## config.mk

```make
export PLATFORM = sky130hd
export DESIGN_NAME = uart_receiver
export DESIGN_NICKNAME = d
export VERILOG_FILES = /design/src/rtl/uart_receiver.sv
export SDC_FILE = /design/constraint.sdc
export NUM_CORES = 1
export LEC_CHECK = 0
export CAP_MARGIN = 20
export CORE_ASPECT_RATIO = 0.5
export CORE_MARGIN = 2
export CORE_UTILIZATION = 45
export CTS_CLUSTER_SIZE = 12
export DETAILED_ROUTE_END_ITERATION = 8
export RECOVER_POWER = 25
export SETUP_SLACK_MARGIN = 0.02
export SLEW_MARGIN = 20
export SYNTH_ARGS = -nofsm -noshare
export SYNTH_HDL_FRONTEND = slang
export SYNTH_SLANG_ARGS = --single-unit
```

## constraint.sdc

```tcl
create_clock -name clock -period 3.5 [get_ports clock]
set_input_delay 0.35 -clock clock [delete_from_list [all_inputs] [get_ports clock]]
set_output_delay 0.35 -clock clock [all_outputs]
set_load 0.01 [all_outputs]
```

## src/rtl/uart_receiver.sv

```systemverilog
// uart_receiver: 16x-oversampled 8N1 UART receiver feeding a show-ahead receive FIFO.
// Optional build macro UART_RECEIVER_MAJORITY_EN: 2-of-3 majority sampling at sub-ticks 7, 8, 9.
module uart_receiver #(
   parameter int unsigned CLOCK_FREQUENCY = 50_000_000,
   parameter int unsigned FIFO_DEPTH      = 32
) (
   input  logic       clock,
   input  logic       reset,
   input  logic       data_in,
   input  logic [1:0] baudrate_select,
   input  logic       read_enable,
   output logic [7:0] data_out,
   output logic       buffer_empty,
   output logic       frame_error,
   output logic       overrun_error
);
   localparam int unsigned PtrW   = $clog2(FIFO_DEPTH);
   localparam int unsigned CntW   = PtrW + 1;
   localparam int unsigned DivMax = CLOCK_FREQUENCY / (9600 * 16);
   localparam int unsigned DivW   = $clog2(DivMax + 1);

   localparam logic [DivW-1:0] Div9600   = DivW'(CLOCK_FREQUENCY / (9600 * 16));
   localparam logic [DivW-1:0] Div19200  = DivW'(CLOCK_FREQUENCY / (19200 * 16));
   localparam logic [DivW-1:0] Div57600  = DivW'(CLOCK_FREQUENCY / (57600 * 16));
   localparam logic [DivW-1:0] Div115200 = DivW'(CLOCK_FREQUENCY / (115200 * 16));

   typedef enum logic [1:0] {StIdle, StStart, StData, StStop} state_e;

   state_e          state_q;
   logic [1:0]      sync_q;
   logic            line_prev_q;
   logic [1:0]      baud_q;
   logic [DivW-1:0] tick_cnt_q;
   logic [3:0]      sub_cnt_q;
   logic [2:0]      bit_idx_q;
   logic [7:0]      shift_q;
   logic            frame_error_q;
   logic            overrun_error_q;

   logic [7:0]      mem_q [FIFO_DEPTH];
   logic [PtrW-1:0] wr_ptr_q;
   logic [PtrW-1:0] rd_ptr_q;
   logic [CntW-1:0] count_q;

   logic            line;
   logic            fall;
   logic            tick;
   logic            decide;
   logic            sample_bit;
   logic [DivW-1:0] divisor;
   logic            full;
   logic            pop;
   logic            push;

   assign line = sync_q[1];
   assign fall = line_prev_q & ~line;

   always_comb begin
      divisor = Div115200;
      unique case (baud_q)
         2'b00: divisor = Div9600;
         2'b01: divisor = Div19200;
         2'b10: divisor = Div57600;
         2'b11: divisor = Div115200;
      endcase
   end

   assign tick = (state_q != StIdle) && (tick_cnt_q == divisor - DivW'(1));

`ifdef UART_RECEIVER_MAJORITY_EN
   logic s7_q;
   logic s8_q;

   always_ff @(posedge clock or negedge reset) begin
      if (!reset) begin
         s7_q <= 1'b1;
         s8_q <= 1'b1;
      end else begin
         if (tick && sub_cnt_q == 4'd6) s7_q <= line;
         if (tick && sub_cnt_q == 4'd7) s8_q <= line;
      end
   end

   assign decide     = tick && (sub_cnt_q == 4'd8);
   assign sample_bit = (s7_q & s8_q) | (s7_q & line) | (s8_q & line);
`else
   assign decide     = tick && (sub_cnt_q == 4'd7);
   assign sample_bit = line;
`endif

   assign full = (count_q == CntW'(FIFO_DEPTH));
   assign pop  = read_enable && (count_q != '0);
   // A full FIFO still accepts the byte when the host pops in the same cycle.
   assign push = (state_q == StStop) && decide && sample_bit && (!full || pop);

   always_ff @(posedge clock or negedge reset) begin
      if (!reset) begin
         state_q         <= StIdle;
         sync_q          <= 2'b11;
         line_prev_q     <= 1'b1;
         baud_q          <= 2'b00;
         tick_cnt_q      <= '0;
         sub_cnt_q       <= '0;
         bit_idx_q       <= '0;
         shift_q         <= '0;
         frame_error_q   <= 1'b0;
         overrun_error_q <= 1'b0;
      end else begin
         sync_q          <= {sync_q[0], data_in};
         line_prev_q     <= line;
         frame_error_q   <= 1'b0;
         overrun_error_q <= 1'b0;

         if (state_q == StIdle || tick) tick_cnt_q <= '0;
         else                           tick_cnt_q <= tick_cnt_q + DivW'(1);
         if (tick) sub_cnt_q <= sub_cnt_q + 4'd1;

         case (state_q)
            StIdle: begin
               // Edge-triggered start, so a held-low break cannot retrigger.
               if (fall) begin
                  state_q   <= StStart;
                  sub_cnt_q <= '0;
                  baud_q    <= baudrate_select;
               end
            end
            StStart: begin
               if (decide) begin
                  state_q   <= sample_bit ? StIdle : StData;
                  bit_idx_q <= '0;
               end
            end
            StData: begin
               if (decide) begin
                  shift_q[bit_idx_q] <= sample_bit;
                  bit_idx_q          <= bit_idx_q + 3'd1;
                  if (bit_idx_q == 3'd7) state_q <= StStop;
               end
            end
            StStop: begin
               if (decide) begin
                  state_q <= StIdle;
                  if (!sample_bit)       frame_error_q   <= 1'b1;
                  else if (full && !pop) overrun_error_q <= 1'b1;
               end
            end
            default: state_q <= StIdle;
         endcase
      end
   end

   always_ff @(posedge clock or negedge reset) begin
      if (!reset) begin
         wr_ptr_q <= '0;
         rd_ptr_q <= '0;
         count_q  <= '0;
      end else begin
         if (push) wr_ptr_q <= wr_ptr_q + PtrW'(1);
         if (pop)  rd_ptr_q <= rd_ptr_q + PtrW'(1);
         if (push && !pop)      count_q <= count_q + CntW'(1);
         else if (pop && !push) count_q <= count_q - CntW'(1);
      end
   end

   always_ff @(posedge clock) begin
      if (push) mem_q[wr_ptr_q] <= shift_q;
   end

   assign buffer_empty  = (count_q == '0);
   assign data_out      = buffer_empty ? 8'h00 : mem_q[rd_ptr_q];
   assign frame_error   = frame_error_q;
   assign overrun_error = overrun_error_q;

endmodule
```

# Word-level counts from Yosys, hierarchy flattened
# Memories as Yosys holds them, arrays and structs flattened.
# Cells that the tools add are included.
# Widths: inputs -> output; s select.
# op_classes
muxes,30
magnitude_cmp,2
n_eq_ne,15
n_reduce_logical,26
bitwise,2
add_sub_neg,8
# ops
operator,n
$pmux 9 s4,1
$mux 2,6
$mux 4,3
$mux 6,2
$add 5x1->5 const B,2
$logic_and 1x1->1,10
$mux 1,10
$ne 2x2->1 const B,5
$add 9x1->9 const B,1
$eq 9x9->1,1
$mux 9,1
$sub 9x1->9 const B,1
$bwmux 8,1
$eq 2x2->1 const B,4
$mux 8,1
$pmux 2 s4,1
$add 6x1->6 const B,1
$eq 6x6->1 const B,1
$logic_not 6->1,1
$mux 3,2
$pmux 3 s2,1
$reduce_bool 2->1,3
$reduce_bool 6->1,1
$sub 6x1->6 const B,1
16 further kinds,22
# totals
ram_bits,256
wordCells,97
register_bits,49
out_inout_bits,11
mem_count,1
# memory_table
memory,depth,word_bits,read_ports,rd_ports_with_merged_regs,wr,line,source
mem_q,32,8,1,0,1,40,logic [7:0] mem_q [FIFO_DEPTH];

# Logic depth before layout (Yosys ltp)
# logic_depth
ltp_word,13
mapped_depth,16
mapped_depth_nobuf,14

# Least setup slack after synthesis
# OpenSTA, ideal clock, no wires.
# synth_path
path_kind,register -> register
start,register baud_q[1]
end,register count_q[5]
stages_incl_launch_ff,17
required_ps,3368
t_arrival_ps,3476
path_slack_ps,-107
cell_sequence,dfrtp_1 inv_1 ha_1 or3_1 a211oi_2 and3_1 buf_4 and3_1 buf_4 ha_1 inv_1 ha_1 nand2_1 o21ai_0 mux2i_1 o2111ai_1 xor2_1
# synth_between
elab_chain_len,12
elab_cells_between_ends,17
classes_between,add/sub: 1; eq/ne: 4; mux: 2; reduce/logical: 10
# synth_lines
element,line,source
"start, declared",32,logic [1:0] baud_q;
"start signal, assigned",124,baud_q <= baudrate_select;
"$eq 2x2->1, or another cell as far along",60,unique case (baud_q)
$pmux 9 s4 *,60,
$sub 9x1->9 *,68,assign tick = (state_q != StIdle) && (tick_cnt_q == divisor - DivW'(1));
$eq 9x9->1 *,68,
$logic_and 1x1->1 *,68,
$logic_and 1x1->1 *,87,assign decide = tick && (sub_cnt_q == 4'd7);
$logic_and 1x1->1 * (3 in a row),94,assign push = (state_q == StStop) && decide && sample_bit && (!full || pop);
via push,53,logic push;
$logic_not 1->1,161,else if (pop && !push) count_q <= count_q - CntW'(1);
$logic_and 1x1->1,161,
$reduce_bool 2->1 (no line),-,
"end signal, assigned",160,if (push && !pop) count_q <= count_q + CntW'(1);
"end signal, assigned",161,
"end, declared",43,logic [CntW-1:0] count_q;
# The timed path passes the listed nets; every way through them passes the cells marked *.
# A chain may end at the register's enable or synchronous reset.

# Worst setup path in the final report
# layout_path
start,register rd_ptr_q[0]
end,output data_out[1]
# layout_between
elab_chain_len,2
# layout_lines
element,line,source
"start, declared",42,logic [PtrW-1:0] rd_ptr_q;
"start signal, assigned",159,if (pop) rd_ptr_q <= rd_ptr_q + PtrW'(1);
$mem_v2 32x8,-,
$mux 8,170,assign data_out = buffer_empty ? 8'h00 : mem_q[rd_ptr_q];
"end, declared",12,"output logic [7:0] data_out,"
# Every way passes these cells.

==> flow_metrics.tcl <==
set metrics [dict create \
    status "complete, but fails checks" \
    violations "capacitance limit, slew limit" \
    cts.sinks 305 \
    die_w_um 241 \
    tns_ns 0 \
    synth_area_leaders "edfxtp_1 (61%), dfrtp_1 (9.1%), mux4_2 (8.5%)" \
    max_slew_margin_pct -31.7 \
    synth_async_sr_flop_share_pct 16.1 \
    r2r_end "count_q[5]" \
    post_synth_num_cell_types 59 \
    period_needed_ns 3.39 \
    synth_flop_cell "edfxtp_1" \
    io_buffer_count 16 \
    avgViaCountPerCell 5.62 \
    yosysMostFrequentCell "edfxtp_1" \
    period_share_pct 96.9 \
    synth.top_cell.area_share_pct 60.8 \
    setup_viol_count_final 0 \
    floorplan.initialDensity_pct 45.8 \
    slew_viol_final 67 \
    cts_tree "built" \
    clock_skew_ns 0.00940 \
    cts-buffers-inserted 29 \
    cap_viol_max_count 2 \
    power.density_nw_per_um2 492 \
    hold_viol 0 \
    fmaxAchievable_mhz 295 \
    power_frac_seq_pct 56.3 \
    finalCoreUtilization_pct 52.3 \
    grt_pass1_vias 6780 \
    cp_slowest_stage_delay_ns 0.59 \
    required_ns 3.15 \
    wire_per_inst_um 22.7 \
    drt_first_pass_iters 5 \
    worstRegToRegCells 14 \
    drtIter0Drc 619 \
    ant_nets 0 \
    dpl_cell_area_um2 13500 \
    synth_seq_cells 305 \
    finalPower_mw 7.12 \
    yosysSeqAreaShare_pct 70.5 \
    internal_power_mw 5.61 \
    yosys_warnings 0 \
    rows 43 \
    drc 0 \
    rsz0062_at_grt "true" \
    root_buffer "clkbuf_16" \
    core_um2 27700 \
    vias 6792 \
    holdCritPathClass "input pin to flip-flop" \
    cp-startpoint "rd_ptr_q[0]" \
    hpwl_um 17300 \
    startpoint_type "flip-flop" \
    synth.net_count 771 \
    drt-total-wl_um 27400 \
    power_leakage_nw 5.30 \
    clkTransAtPathRegs_ns 0.06 \
    yosys.area.top_type "edfxtp_1" \
    p_sw_mw 1.51 \
    grt_pass1_wl_um 41800 \
    path_max_fanout 10 \
    cp.arrival_ns 3.04 \
    synth-edff-count 256 \
    clockPowerShare_pct 38.6 \
    antenna_found_initial 1 \
    drive_above_1_share_pct 20.5 \
    gp_congestion 0.862 \
    avgSynthCellArea_um2 17.0 \
    clkLatencyLatePin_ns 0.55 \
    crit_path_end_kind "primary output" \
    vdd_drop_max_v 0.000258 \
    synthTopCellsByCount "edfxtp_1 (256), nor2_1 (51), mux4_2 (48)" \
    crit_type "flip-flop to primary output" \
    crit_path_cell_trace "mux4_2 > a22o_1 > a211oi_1 > nor3_1 > clkdlybuf4s50_1" \
    fill_cells 2289 \
    cp-endpoint "data_out[1]" \
    netlist_area_um2 12700 \
    die-area_um2 29600 \
    overflow 0 \
    synthCells 744 \
    worst_pin_slew_ns 1.97 \
    r2r_slack_ns 0.15 \
    cts_buffer_depth 3 \
    crit_slowest_cell "dfrtp_4" \
    nNetsFinal 839 \
    combPwrFrac_pct 5.1 \
    die_h_um 123 \
    htreeDepth 1 \
    ios 17 \
    synthToLayoutAreaGrowth_pct 14.3 \
    r2r-start "baud_q[0]" \
    grt_max_degree 34 \
    groute.usage.overall_pct 19.4 \
    sw_frac_of_total_pct 21.1 \
    fin_area_um2 14500 \
]
## how the worst min path moves through the flow
stage,startpoint,to,slack [ns],cells after the start
after floorplan,reset,async pin,0.05,0
after global placement,sync_q[0],sync_q[1],0.35,0
after detailed placement,sync_q[0],sync_q[1],0.35,0
after CTS,data_in,sync_q[0],0.19,1
after global routing,data_in,sync_q[0],0.34,1
final,data_in,sync_q[0],0.35,1
## area by class of cell
class	count	area [um2]	area share, %
timing repair buffer	74	649	4.49
clock inverter	2	12.5	0.0865
sequential	305	8930	61.7
multi-input combinational	387	3560	24.6
clock buffer	42	774	5.36
inverter	15	56.3	0.389
antenna	1	2.50	0.0173
tap	382	478	3.31
## repair_timing
item,4_1_cts,5_1_grt
hold buffers,1,0
buffers inserted,4,2
endpoints found under the setup margin,9,4
resized for setup,3,8
endpoints found under the hold margin,28,0
pin swaps,0,0
## cell usage in the layout (no fill, tap or decap), types with 10 or more instances in the layout
master	instances
edfxtp_1	256
nor2_1	51
buf_4	50
mux4_2	48
dfrtp_1	42
mux2i_1	34
nand2_1	31
clkbuf_16	29
ha_1	18
nand3_1	17
xor2_1	16
clkbuf_1	15
inv_1	14
clkdlybuf4s50_1	14
nor3_1	13
a22o_1	10
## routing by layer
| metal | up-vias | share of wire [%] | routed length (um) | track usage [%] |
|---|---|---|---|---|
| met5 | - | 0 | 0 | 0 |
| met4 | 0 | 1.5 | 412 | 3.74 |
| met3 | 36 | 8.0 | 2190 | 4.81 |
| met2 | 205 | 45 | 12200 | 28.9 |
| met1 | 3493 | 46 | 12600 | 29.1 |
| li1 | 3058 | - | - | - |
## kinds of logic (layout without fill, tap and decap cells)
| group | after synthesis | count (layout) | share of synthesized area (%) |
|---|---|---|---|
| DFF | 305 | 305 | 70.5 |
| other | 0 | 1 | 0 |
| xor gates and xnor gates | 24 | 24 | 1.66 |
| adders and majority gates | 21 | 21 | 2.14 |
| buffers and inverters | 52 | 133 | 1.88 |
| and+or+nand+nor | 169 | 169 | 6.95 |
| muxes | 93 | 93 | 12.2 |
| AOI/OAI and AO/OA | 80 | 80 | 4.69 |
## power by group through the flow
stage / combinational [mW] / clock (mW) / sequential, mW
floorplan: 0.253 / 0 / 4.06
global placement: 0.330 / 0 / 4.09
detailed placement: 0.342 / 0 / 4.09
CTS: 0.359 / 2.82 / 4.01
global route: 0.420 / 2.97 / 4.02
finish: 0.364 / 2.75 / 4.01
## flip-flops by register name (all words and copies together) (netlist names), named ones only
register,flops
baud_q,2
bit_idx_q,3
count_q,6
frame_error,1
line_prev_q,1
mem_q,256
overrun_error,1
rd_ptr_q,5
shift_q,8
state_q,1
sub_cnt_q,4
sync_q,2
tick_cnt_q,9
wr_ptr_q,5
## per-stage QoR
stage	setup WS, ns	std cells	hold WS, ns
floorplan	0.0468	744	0.0544
global placement	0.152	1156	0.346
detailed placement	0.0315	1156	0.351
CTS	0.0391	1205	0.187
global route	-0.0540	1207	0.340
finish	0.110	1208	0.348
## worst max-delay path: cells and delay by family, from the launching register on
| family | cells | cell delay (ns) |
|---|---|---|
| compound gates | 2 | 0.67 |
| buf+inv | 1 | 0.51 |
| flops | 1 | 0.59 |
| mux | 1 | 0.59 |
| simple gates | 1 | 0.13 |
No activity file was read; power rests on OpenSTA's default activity.
==> RTL change 1: new RTL, same flow settings <==
The option `UART_RECEIVER_MAJORITY_EN` is turned on by a define.
--- a/src/rtl/uart_receiver.sv
+++ b/src/rtl/uart_receiver.sv
@@ -2,2 +2,4 @@
 // Optional build macro UART_RECEIVER_MAJORITY_EN: 2-of-3 majority sampling at sub-ticks 7, 8, 9.
+`define UART_RECEIVER_MAJORITY_EN
+
 module uart_receiver #(
Behaviour: same outputs for any inputs over 10 cycles, from zero or initial values and one cycle with reset low; that may be too few to reach the edited logic, so the function may still have changed.
==> RTL change 1 against the original RTL <==
- the flow still finishes with violations (max-capacitance violations, max-slew violations)
- core utilization up 0.59 points
- worst setup slack worse by 10 ps
- final area rose by 1.5%
- via count down 1.8%
- routed wire length decreased by 1.1%
- non-clock buffer count grew 10
- sequential cell count is 2 higher
- synthesized area grew 0.68%
- critical path depth increased by 2
- highest routed layer unchanged
Power is not compared: it rests on default switching activity, and its combinational part moved more than twofold at a synthesized area within 25%.
==> RTL change 1: results (changes against the original RTL) <==
metric	value	unit	change
drt_iter0_drc	592		-4.4%
routed_via_density	5.63		+0.18%
via_count	6669		-1.8%
wl_per_cell	22.9	um	+0.90%
drtPass1Iterations	6		+1
grt_usage	18.9	%	-0.49 points
drv_cap	1		-1
finClkSkew	11.8	ps	+2.37 ps
cts_buffers	30		+3.4%
final_layout_size_suffix_gt1_share	26.7	%	+6.2 points
worst_slew_pin_slew	1710	ps	-266 ps
ys_top_cells_by_count	edfxtp_1 (256), mux4_2 (66), nor2_1 (53)		
dp_hpwl	17.0	mm	-1.2%
grt_pass1_vias	6835		+0.81%
power	9250	uW	
async_flop_share	16.6	%	+0.55 points
yosysSeqAreaShare	70.4	%	about the same
dp_cells	1132		-2.1%
synthTopCellsByArea	edfxtp_1 (60%), mux4_2 (12%), dfrtp_1 (9.0%), ha_1 (2.1%), nor2_1 (1.6%)		
drv_slew	30		-55%
grt_pass1_wl	41.6	mm	-0.53%
crit_path_max_fanout	11		+1
crit_family	buffers and inverters		
r2r_cells	13		-1
failed_checks	max-capacitance violations, max-slew violations		
grt_max_degree	36		+5.9%
ir_worst_vdd	0.356	mV	
synth.distinct_cells	62		+5.1%
antenna_found_initial	0		-1
syn_nets	732		-5.1%
placed_area	0.0137	mm2	+1.3%
crit_arrival	3050	ps	about the same
nets	819		-2.4%
htreeDepth	1		unchanged
diodes	0		-1
gp_congestion	0.789		-8.5%
post-place-ws	59.1	ps	+27.6 ps
status	finished, violations left		
cpMaxStageDelayCell	clkdlybuf4s50_1		
crit_path_max_incr_delay	590	ps	about the same
avgSynthCellArea	18.1	um2	+6.4%
[RTL change 1: cell count changes in the layout (fill, tap and decap cells not counted), moves of 8 or more]
cell     unedited run  this run
mux4_2             48        66
a31oi_1             0        10
mux2i_1            34        10
xor2_1             16         8
buf_4              50        61
[RTL change 1: path summary, 6_finish.rpt]
kind	slack, ps	startpoint	to
max in group asynchronous	1500	reset	rd_ptr_q[0]
max	100	rd_ptr_q[0]	data_out[7]
min	330	data_in	sync_q[0]
max reg2reg	170	count_q[1]	count_q[5]
min in group asynchronous	780	reset	count_q[0]
min reg2reg	360	sync_q[0]	sync_q[1]
[RTL change 1: logic make-up after synthesis]
kind of cell / after synthesis / synth area share (%)
AOI/OAI and AO/OA: 61 / 3.73
xor gates and xnor gates: 21 / 1.44
DFF: 307 / 70.4
and+or+nand+nor: 163 / 6.98
muxes: 90 / 13.7
adders and majority gates: 23 / 2.30
buffers and inverters: 39 / 1.44
[RTL change 1: what timing repair did]
| action | 4_1_cts | 5_1_grt |
|---|---|---|
| hold buffers | 1 | 0 |
| setup buffers | 5 | 3 |
| endpoints found under the setup margin | 8 | 8 |
| gates cloned | 0 | 0 |
| gates resized for setup | 6 | 11 |
| pin swaps | 0 | 0 |
| hold endpoints to repair | 27 | 0 |
[RTL change 1: layer usage]
layer / track usage, % / share of wire (%) / vias up
met3: 3.60 / 5.8 / 30
li1: - / - / 2993
met1: 28.1 / 47 / 3476
met4: 3.47 / 1.4 / 0
met2: 29.6 / 46 / 170
met5: 0 / 0 / -
[RTL change 1: cell type report]
type	instances	area (um2)
clock buffers	39	806
clock inverters	4	20.0
fillers	2254	13100
inverters	10	37.5
multi-input cells	358	3630
flip-flops and latches	307	8980
well taps	382	478
repair buffers	84	732
==> RTL change 2: new RTL, same flow settings <==
Without the edit above. Encoding of `state_e`: now one-hot (4 bits for 4 states).
--- a/src/rtl/uart_receiver.sv
+++ b/src/rtl/uart_receiver.sv
@@ -26,3 +26,3 @@
 
-   typedef enum logic [1:0] {StIdle, StStart, StData, StStop} state_e;
+   typedef enum logic [3:0] {StIdle = 4'b0001, StStart = 4'b0010, StData = 4'b0100, StStop = 4'b1000} state_e;
 
Behaviour: same outputs for any inputs over 10 cycles, from zero or initial values and one cycle with reset low; not proved beyond that.
==> RTL change 2 against the original RTL <==
- the flow still finishes with violations (max-capacitance violations, max-slew violations)
- final area is 0.42% higher
- synthesized area is 0.50% higher
- sequential cell count is 2 higher
- worst setup slack better by 32 ps
- routed wire length is 0.12% lower
- first-iteration DRC count is 3.1% higher
- synthesized cell count is 0.40% higher
- critical path type unchanged
- largest cell class unchanged
Power is not compared: it rests on default switching activity, and its combinational part moved more than twofold at a synthesized area within 25%.
==> RTL change 2: results (changes against the original RTL) <==
metric	value	unit	change
clk_latency	560	ps	
dr_wl_met2	12.5	mm	+2.2%
routed_via_density	5.57		-0.86%
r2r-start	baud_q[0]		
wl_per_cell	22.6	um	-0.37%
dp_hpwl	17.6	mm	+2.1%
grt_usage	19.1	%	-0.26 points
cts_buffers	30		+3.4%
drtPass1Iterations	5		unchanged
antenna_found_initial	0		-1
synthTopCellsByArea	edfxtp_1 (60%), dfrtp_1 (9.2%), mux4_2 (8.5%), mux2i_1 (2.7%), ha_1 (2.0%)		
ys_top_cells_by_count	edfxtp_1 (256), nor2_1 (60), mux4_2 (48)		
n_fill_cell	2250		-1.7%
crit_path_max_fanout	8		-2
grt_pass1_vias	6877		+1.4%
clock-root-buffer	clkbuf_16		
gp_congestion	0.817		-5.3%
drt_iter0_drc	638		+3.1%
hp-start	data_in		
ir_worst_vdd	0.249	mV	
crit_end	data_out[0]		
drc	0		unchanged
hp-class	in2reg		
syn_nets	774		+0.39%
ys.warnings.count	0		unchanged
status	finished, violations left		
crit_arrival	3010	ps	-30 ps
synth-edff-count	256		unchanged
final_layout_size_suffix_gt1_share	20.6	%	+0.14 points
grt_max_degree	35		+2.9%
clk_pin_slew	60	ps	about the same
worst_slew_pin_slew	1930	ps	-46.8 ps
rrSetupSlack	300	ps	+150 ps
p_leak	0.00556	uW	
netlist_instances	747		+0.40%
diodes	0		-1
ctsLongestPathBuffers	3		unchanged
yosysSeqAreaShare	70.5	%	about the same
synth.distinct_cells	57		-3.4%
met3_length	1.93	mm	-12%
drv_slew	35		-48%
drv_cap	1		-1
r2r_cells	15		+1
failed_checks	max-capacitance violations, max-slew violations		
placed_area	0.0136	mm2	+0.67%
async_flop_share	16.6	%	+0.55 points
nets	844		+0.60%
grt_pass1_wl	42.1	mm	+0.49%
dp_cells	1162		+0.52%
finalNonFillerCells	1211		+0.25%
finClkSkew	11.0	ps	+1.65 ps
highest_layer	met4		
met1_length	12.2	mm	-2.9%
==> RTL change 2: changes by cell type after synthesis, moves of 5 or more <==
cell	before	now
nand3b_1	1	8
nand4_1	8	13
and3_1	8	3
a22o_1	10	16
and4_1	5	0
nand2_1	31	21
o21ai_0	8	13
a22oi_1	6	0
nor2_1	51	60
==> RTL change 2: worst min-delay path by stage <==
stage | to | cells after the start
final | sync_q[0] | 1
after global routing | sync_q[0] | 1
after CTS | sync_q[0] | 1
after detailed placement | sync_q[1] | 0
after global placement | sync_q[1] | 0
after floorplan | baud_q[0] | 0
==> RTL change 2: worst max-delay path, cell delays in order (launching register included) <==
cell	delay (ps)
dfrtp_4	520
buf_4	200
mux4_2	500
a22o_1	310
a211oi_1	340
nor3_1	80
clkdlybuf4s50_1	490
==> RTL change 2: what timing repair did <==
action	CTS	global route
endpoints found under the hold margin	32	0
pin swaps	0	0
hold buffers	1	0
setup endpoints to repair	7	7
gates resized for setup	1	6
setup buffers	3	1
==> RTL change 2: cell families (layout without fill, tap and decap cells) <==
family                   count (synthesis)  in the layout  share of synthesized area, %
multiplexers                            92             92                          12.1
AO/OA/AOI/OAI                           81             81                          4.84
XOR/XNOR                                24             24                          1.65
buffers and inverters                   50            132                          1.81
adder cells (fa/ha/maj)                 21             21                          2.13
flip-flops                             307            307                          70.5
AND/OR/NAND/NOR                        172            172                          6.96
==> RTL change 2: report_power, final <==
group	internal (uW)	switching, uW
clock	1590	1280
combinational	60.7	92.0
sequential	3930	31.6
==> RTL change 2: area by class of cell <==
type,instances,area (um2),area share [%]
Multi-Input combinational cell,390,3540,24.4
Timing Repair Buffer,76,651,4.48
Clock buffer,41,813,5.60
Clock inverter,3,18.8,0.129
Inverter,12,45.0,0.310
Tap cell,382,478,3.29
Sequential cell,307,8980,61.8
==> RTL change 2: routing by layer <==
metal / vias up / GRT usage, %
met4: 0 / 5.44
met2: 172 / 30.1
met3: 49 / 4.75
li1: 3080 / -
met5: - / 0
met1: 3449 / 26.7
==> RTL change 2: per-stage QoR <==
stage	total power [uW]	util, %	hold WS [ps]	setup WS (ps)
global route	7240	52.3	332	50.2
CTS	7060	52.2	177	60.9
global placement	4180	49.1	348	310
detailed placement	4190	49.1	351	201
floorplan	4150	-	54.4	231
finish	6990	52.3	342	141
